--- src/rtl/vga_timing_gen.sv ---
// Raster timing generator: pixel strobe, h/v sync, active window and coordinates.
// Define VGA_TIMING_FRAME_CNT_EN to add the 16-bit frame_cnt output.
module vga_timing_gen #(
    parameter int H_ACTIVE = 640,
    parameter int H_FP     = 16,
    parameter int H_SYNC   = 96,
    parameter int H_BP     = 48,
    parameter int V_ACTIVE = 480,
    parameter int V_FP     = 10,
    parameter int V_SYNC   = 2,
    parameter int V_BP     = 33,
    parameter int H_POL    = 0,
    parameter int V_POL    = 0,
    parameter int CLK_DIV  = 2,
    parameter int CW       = 10
) (
    input  logic          clk,
    input  logic          reset,
    input  logic          run,
    output logic          pix_tick,
    output logic          hsync,
    output logic          vsync,
    output logic          active,
    output logic [CW-1:0] x,
    output logic [CW-1:0] y,
    output logic          line_start,
    output logic          frame_start,
    output logic          busy
`ifdef VGA_TIMING_FRAME_CNT_EN
    ,
    output logic [15:0]   frame_cnt
`endif
);

    localparam int H_TOTAL  = H_ACTIVE + H_FP + H_SYNC + H_BP;
    localparam int V_TOTAL  = V_ACTIVE + V_FP + V_SYNC + V_BP;
    localparam int HS_FIRST = H_ACTIVE + H_FP;
    localparam int HS_LAST  = HS_FIRST + H_SYNC - 1;
    localparam int VS_FIRST = V_ACTIVE + V_FP;
    localparam int VS_LAST  = VS_FIRST + V_SYNC - 1;
    localparam int DW       = (CLK_DIV > 1) ? $clog2(CLK_DIV) : 1;

    localparam logic [DW-1:0] DIV_LAST = DW'(CLK_DIV - 1);
    localparam logic [CW-1:0] X_LAST   = CW'(H_TOTAL - 1);
    localparam logic [CW-1:0] Y_LAST   = CW'(V_TOTAL - 1);
    localparam logic [CW-1:0] X_VIS    = CW'(H_ACTIVE);
    localparam logic [CW-1:0] Y_VIS    = CW'(V_ACTIVE);
    localparam logic          HS_ON    = 1'(H_POL);
    localparam logic          VS_ON    = 1'(V_POL);

    typedef enum logic [1:0] {
        S_IDLE,
        S_RUN,
        S_DRAIN
    } state_t;

    state_t        r_state;
    logic [DW-1:0] r_div;

    state_t        w_state_nx;
    logic [DW-1:0] w_div_nx;
    logic [CW-1:0] w_x_nx;
    logic [CW-1:0] w_y_nx;
    logic          w_busy_nx;
    logic          w_tick;
    logic          w_eol;
    logic          w_eof;
    logic          w_hs_win;
    logic          w_vs_win;

    // Next-state values are computed first so every registered output is
    // derived from the same (x, y, div) it will appear alongside.
    always_comb begin
        w_state_nx = r_state;
        w_div_nx   = r_div;
        w_x_nx     = x;
        w_y_nx     = y;
        w_tick     = (r_state != S_IDLE) && (r_div == DIV_LAST);
        w_eol      = (x == X_LAST);
        w_eof      = w_tick && w_eol && (y == Y_LAST);

        case (r_state)
            S_IDLE: begin
                w_div_nx = '0;
                w_x_nx   = '0;
                w_y_nx   = '0;
                if (run) begin
                    w_state_nx = S_RUN;
                end
            end
            default: begin
                w_div_nx = w_tick ? '0 : r_div + 1'b1;
                if (w_tick) begin
                    if (w_eol) begin
                        w_x_nx = '0;
                        w_y_nx = (y == Y_LAST) ? '0 : y + 1'b1;
                    end else begin
                        w_x_nx = x + 1'b1;
                    end
                end
                if (w_eof && !run) begin
                    w_state_nx = S_IDLE;
                    w_div_nx   = '0;
                    w_x_nx     = '0;
                    w_y_nx     = '0;
                end else begin
                    w_state_nx = run ? S_RUN : S_DRAIN;
                end
            end
        endcase

        w_busy_nx = (w_state_nx != S_IDLE);
        w_hs_win  = (int'(w_x_nx) >= HS_FIRST) && (int'(w_x_nx) <= HS_LAST);
        w_vs_win  = (int'(w_y_nx) >= VS_FIRST) && (int'(w_y_nx) <= VS_LAST);
    end

    always_ff @(posedge clk) begin
        if (reset) begin
            r_state     <= S_IDLE;
            r_div       <= '0;
            x           <= '0;
            y           <= '0;
            busy        <= 1'b0;
            pix_tick    <= 1'b0;
            active      <= 1'b0;
            line_start  <= 1'b0;
            frame_start <= 1'b0;
            hsync       <= ~HS_ON;
            vsync       <= ~VS_ON;
        end else begin
            r_state     <= w_state_nx;
            r_div       <= w_div_nx;
            x           <= w_x_nx;
            y           <= w_y_nx;
            busy        <= w_busy_nx;
            pix_tick    <= w_busy_nx && (w_div_nx == DIV_LAST);
            active      <= w_busy_nx && (w_x_nx < X_VIS) && (w_y_nx < Y_VIS);
            line_start  <= w_busy_nx && (w_div_nx == '0) && (w_x_nx == '0);
            frame_start <= w_busy_nx && (w_div_nx == '0) && (w_x_nx == '0) && (w_y_nx == '0);
            hsync       <= (w_busy_nx && w_hs_win) ? HS_ON : ~HS_ON;
            vsync       <= (w_busy_nx && w_vs_win) ? VS_ON : ~VS_ON;
        end
    end

`ifdef VGA_TIMING_FRAME_CNT_EN
    logic [15:0] r_frame_cnt;

    always_ff @(posedge clk) begin
        if (reset) begin
            r_frame_cnt <= '0;
        end else if (frame_start) begin
            r_frame_cnt <= r_frame_cnt + 16'd1;
        end
    end

    assign frame_cnt = r_frame_cnt;
`endif

endmodule

--- config.mk ---
export PLATFORM = sky130hd
export DESIGN_NAME = vga_timing_gen
export DESIGN_NICKNAME = d
export VERILOG_FILES = /design/src/rtl/vga_timing_gen.sv
export SDC_FILE = /design/constraint.sdc
export NUM_CORES = 1
export LEC_CHECK = 0
export ABC_AREA = 1
export CORE_UTILIZATION = 23
export DETAILED_ROUTE_END_ITERATION = 6
export PLACE_DENSITY = 0.46
export SYNTH_ARGS = -nofsm -noshare
export SYNTH_HDL_FRONTEND = slang
export SYNTH_SLANG_ARGS = --single-unit
--- constraint.sdc ---
create_clock -name clk -period 1.7 [get_ports clk]
set_input_delay 0.17 -clock clk [delete_from_list [all_inputs] [get_ports clk]]
set_output_delay 0.17 -clock clk [all_outputs]
set_load 0.03 [all_outputs]
==> flow_summary.json <==
{
  "worst_pin_slew_ns": 0.316,
  "r2r_start": "x[1]",
  "final_cell_mix": "68 x nand2_1, 43 x buf_4, 37 x nor2_1, 33 x inv_1, 28 x clkdlybuf4s50_1",
  "period_needed_ns": 1.70,
  "async_reset_ff_frac": 0,
  "postRouteAntennaNets": 0,
  "p_int_mw": 1.08,
  "r2r_setup_slack_ns": -0.002,
  "track_usage": 0.137,
  "ys_ff_latch": 30,
  "synth_enable_flop_cells": 0,
  "start_util": 0.242,
  "critPathCaptureType": "flop",
  "cp.required_ns": 1.88,
  "placed_cell_area_um2": 2480,
  "grt_pass1_vias": 1895,
  "critPathCapture": "vsync",
  "wirelength_um": 5300,
  "relSlewSlack": 0.789,
  "start_kind": "flop",
  "synthesis.nets": 276,
  "drive_gt1_frac": 0.341,
  "finalCritPeriodShare": 1.00,
  "fmax_mhz": 587,
  "hpwl_um": 3790,
  "cts_tree": "done",
  "hp-class": "flop to flop",
  "clockBufferDepth": 2,
  "critPathMaxFanout": 5,
  "synth.yosys.seq_area_share": 0.337,
  "drcViolationCount": 0,
  "synth-main-ff-cell": "dfxtp_1",
  "die_area_um2": 8100,
  "fin_cells": 451,
  "hold_ws_ns": 0.505,
  "rows": 31,
  "grt_antenna_before_repair": 0,
  "area_growth_pct": 58.5,
  "placed_cells": 430,
  "syn_inst": 270,
  "clk_pin_slew_ns": 0.07,
  "fill_cells": 816,
  "power_mw": 1.47,
  "crit_start": "x[1]",
  "first_pass_iters": 4,
  "diodes": 0,
  "synth.distinct_cells": 24,
  "comb_power_share": 0.090,
  "switchingPower_mw": 0.387,
  "gp_congestion": 0.855,
  "seq_power_share": 0.484,
  "io_buffers": 29,
  "grt_max_degree": 25,
  "htreeDepth": 2,
  "pin_count": 30,
  "maxCapViolations": 0,
  "clock_sinks": 30,
  "final_nets": 357,
  "postLayoutCellArea_um2": 2820,
  "insertion_delay_ns": 0.29,
  "final_core_util": 0.383,
  "hp-start": "r_div",
  "violations": "negative setup slack",
  "syn-cell-area_um2": 1780,
  "grt_setup_unrepaired": "true",
  "fin_tns_setup_ns": -0.00246,
  "critical_path_arrival_ns": 1.88,
  "avgRoutedWirePerCell_um": 11.7,
  "layout_commonest_cell": "nand2_1",
  "numCtsBuffers": 5,
  "die_h_um": 90.0,
  "clkPwrFrac": 0.425,
  "viasPerCell": 4.29,
  "setup_viol": 1,
  "coreArea_um2": 7370,
  "gr-total-overflow": 0,
  "yosysWarningCount": 0,
  "leakagePower_nw": 1.26,
  "grt_pass1_wl_um": 8880,
  "hold_violations": 0,
  "r2r_cells": 11,
  "switching_share": 0.263,
  "dr_total_vias": 1934,
  "path_class": "flop to flop",
  "syn_avg_cell_area_um2": 6.59,
  "vdd_ir_drop_max_uv": 228,
  "report.final.slew_viol_count": 0,
  "r2r_end": "vsync",
  "p_per_area_nw_per_um2": 521,
  "drtIter0Drc": 52,
  "fin_ws_ns": -0.00246,
  "root_buffer": "clkbuf_8",
  "die_w_um": 90.0,
  "dp_slack_ns": -0.153,
  "clock_skew_ns": 0.00363,
  "status": "complete, but fails checks"
}
## cells by family after synthesis
kind of cell / after synthesis / synth area share
buf+inv: 46 / 0.105
simple gates: 184 / 0.506
fa+ha+maj: 3 / 0.0211
flops: 30 / 0.337
compound gates: 7 / 0.0302
## repair_timing
action,4_1_cts,5_1_grt
gates cloned,3,0
setup buffers,5,6
hold buffers,0,0
endpoints found under the hold margin,0,0
resized for setup,15,23
endpoints found under the setup margin,6,9
pin swaps,14,20
## worst min path at each step
stage	end	slack [ns]	depth (start not counted)
final	r_div	0.50	1
after global routing	pix_tick	0.54	1
after CTS	r_div	0.51	1
after detailed placement	r_div	0.49	1
after global placement	r_div	0.49	1
after floorplan	r_state[1]	0.24	1
## flip-flops by register name (all words and copies together), names as in the netlist
| register | flops |
|---|---|
| pix_tick | 1 |
| busy | 1 |
| r_state | 2 |
| vsync | 1 |
| hsync | 1 |
| frame_start | 1 |
| y | 10 |
| active | 1 |
| x | 10 |
| line_start | 1 |
| r_div | 1 |
## area by class of cell
cell class,instances,area (µm²),share of cell area
multi-input cells,197,1150,0.408
repair buffers,76,661,0.234
flip-flops and latches,30,632,0.224
inverters,41,161,0.0572
well taps,99,124,0.0439
clock buffers,6,82.6,0.0293
clock inverters,2,11.3,0.00399
## worst max-delay path, cell delays in order, from the launching register on
cell and delay [ns]:
dfxtp_4 0.35, ha_4 0.17, inv_4 0.06, nor2_4 0.04, nand2_4 0.13, nor2_8 0.06
a21oi_4 0.27, nand3_2 0.15, nor2_2 0.12, nand2_1 0.07, nor2_2 0.10, nand3b_1 0.08
## power by group through the flow
stage               logic, mW  clock network, mW  registers (mW)
floorplan              0.0545                  0           0.745
global placement        0.124                  0           0.727
detailed placement      0.124                  0           0.727
CTS                     0.131              0.648           0.711
global route            0.145              0.686           0.712
finish                  0.133              0.625           0.712
## layer usage
layer  wire length, µm  global-route usage  part of all wire  vias to the layer above
li1                  -                   -                 -                     1015
met1              2630               0.178              0.50                      871
met2              2360               0.213              0.44                       37
met3               189              0.0321             0.036                       11
met4               122              0.0632             0.023                        0
met5                 0                   0                 0                        -
## cells in the mapped netlist, types with 3 or more instances
master / instances / share of area
clkbuf_1: 3 / 0.0063
dfxtp_1: 30 / 0.34
ha_1: 3 / 0.021
inv_1: 38 / 0.080
inv_2: 3 / 0.0063
nand2_1: 70 / 0.15
nand3_1: 29 / 0.082
nand3_2: 9 / 0.051
nand4_1: 9 / 0.032
nor2_1: 46 / 0.097
nor2_2: 4 / 0.014
nor2_4: 4 / 0.025
nor3_1: 6 / 0.017
o21bai_1: 3 / 0.013
Power figures use the tool's default switching activity.
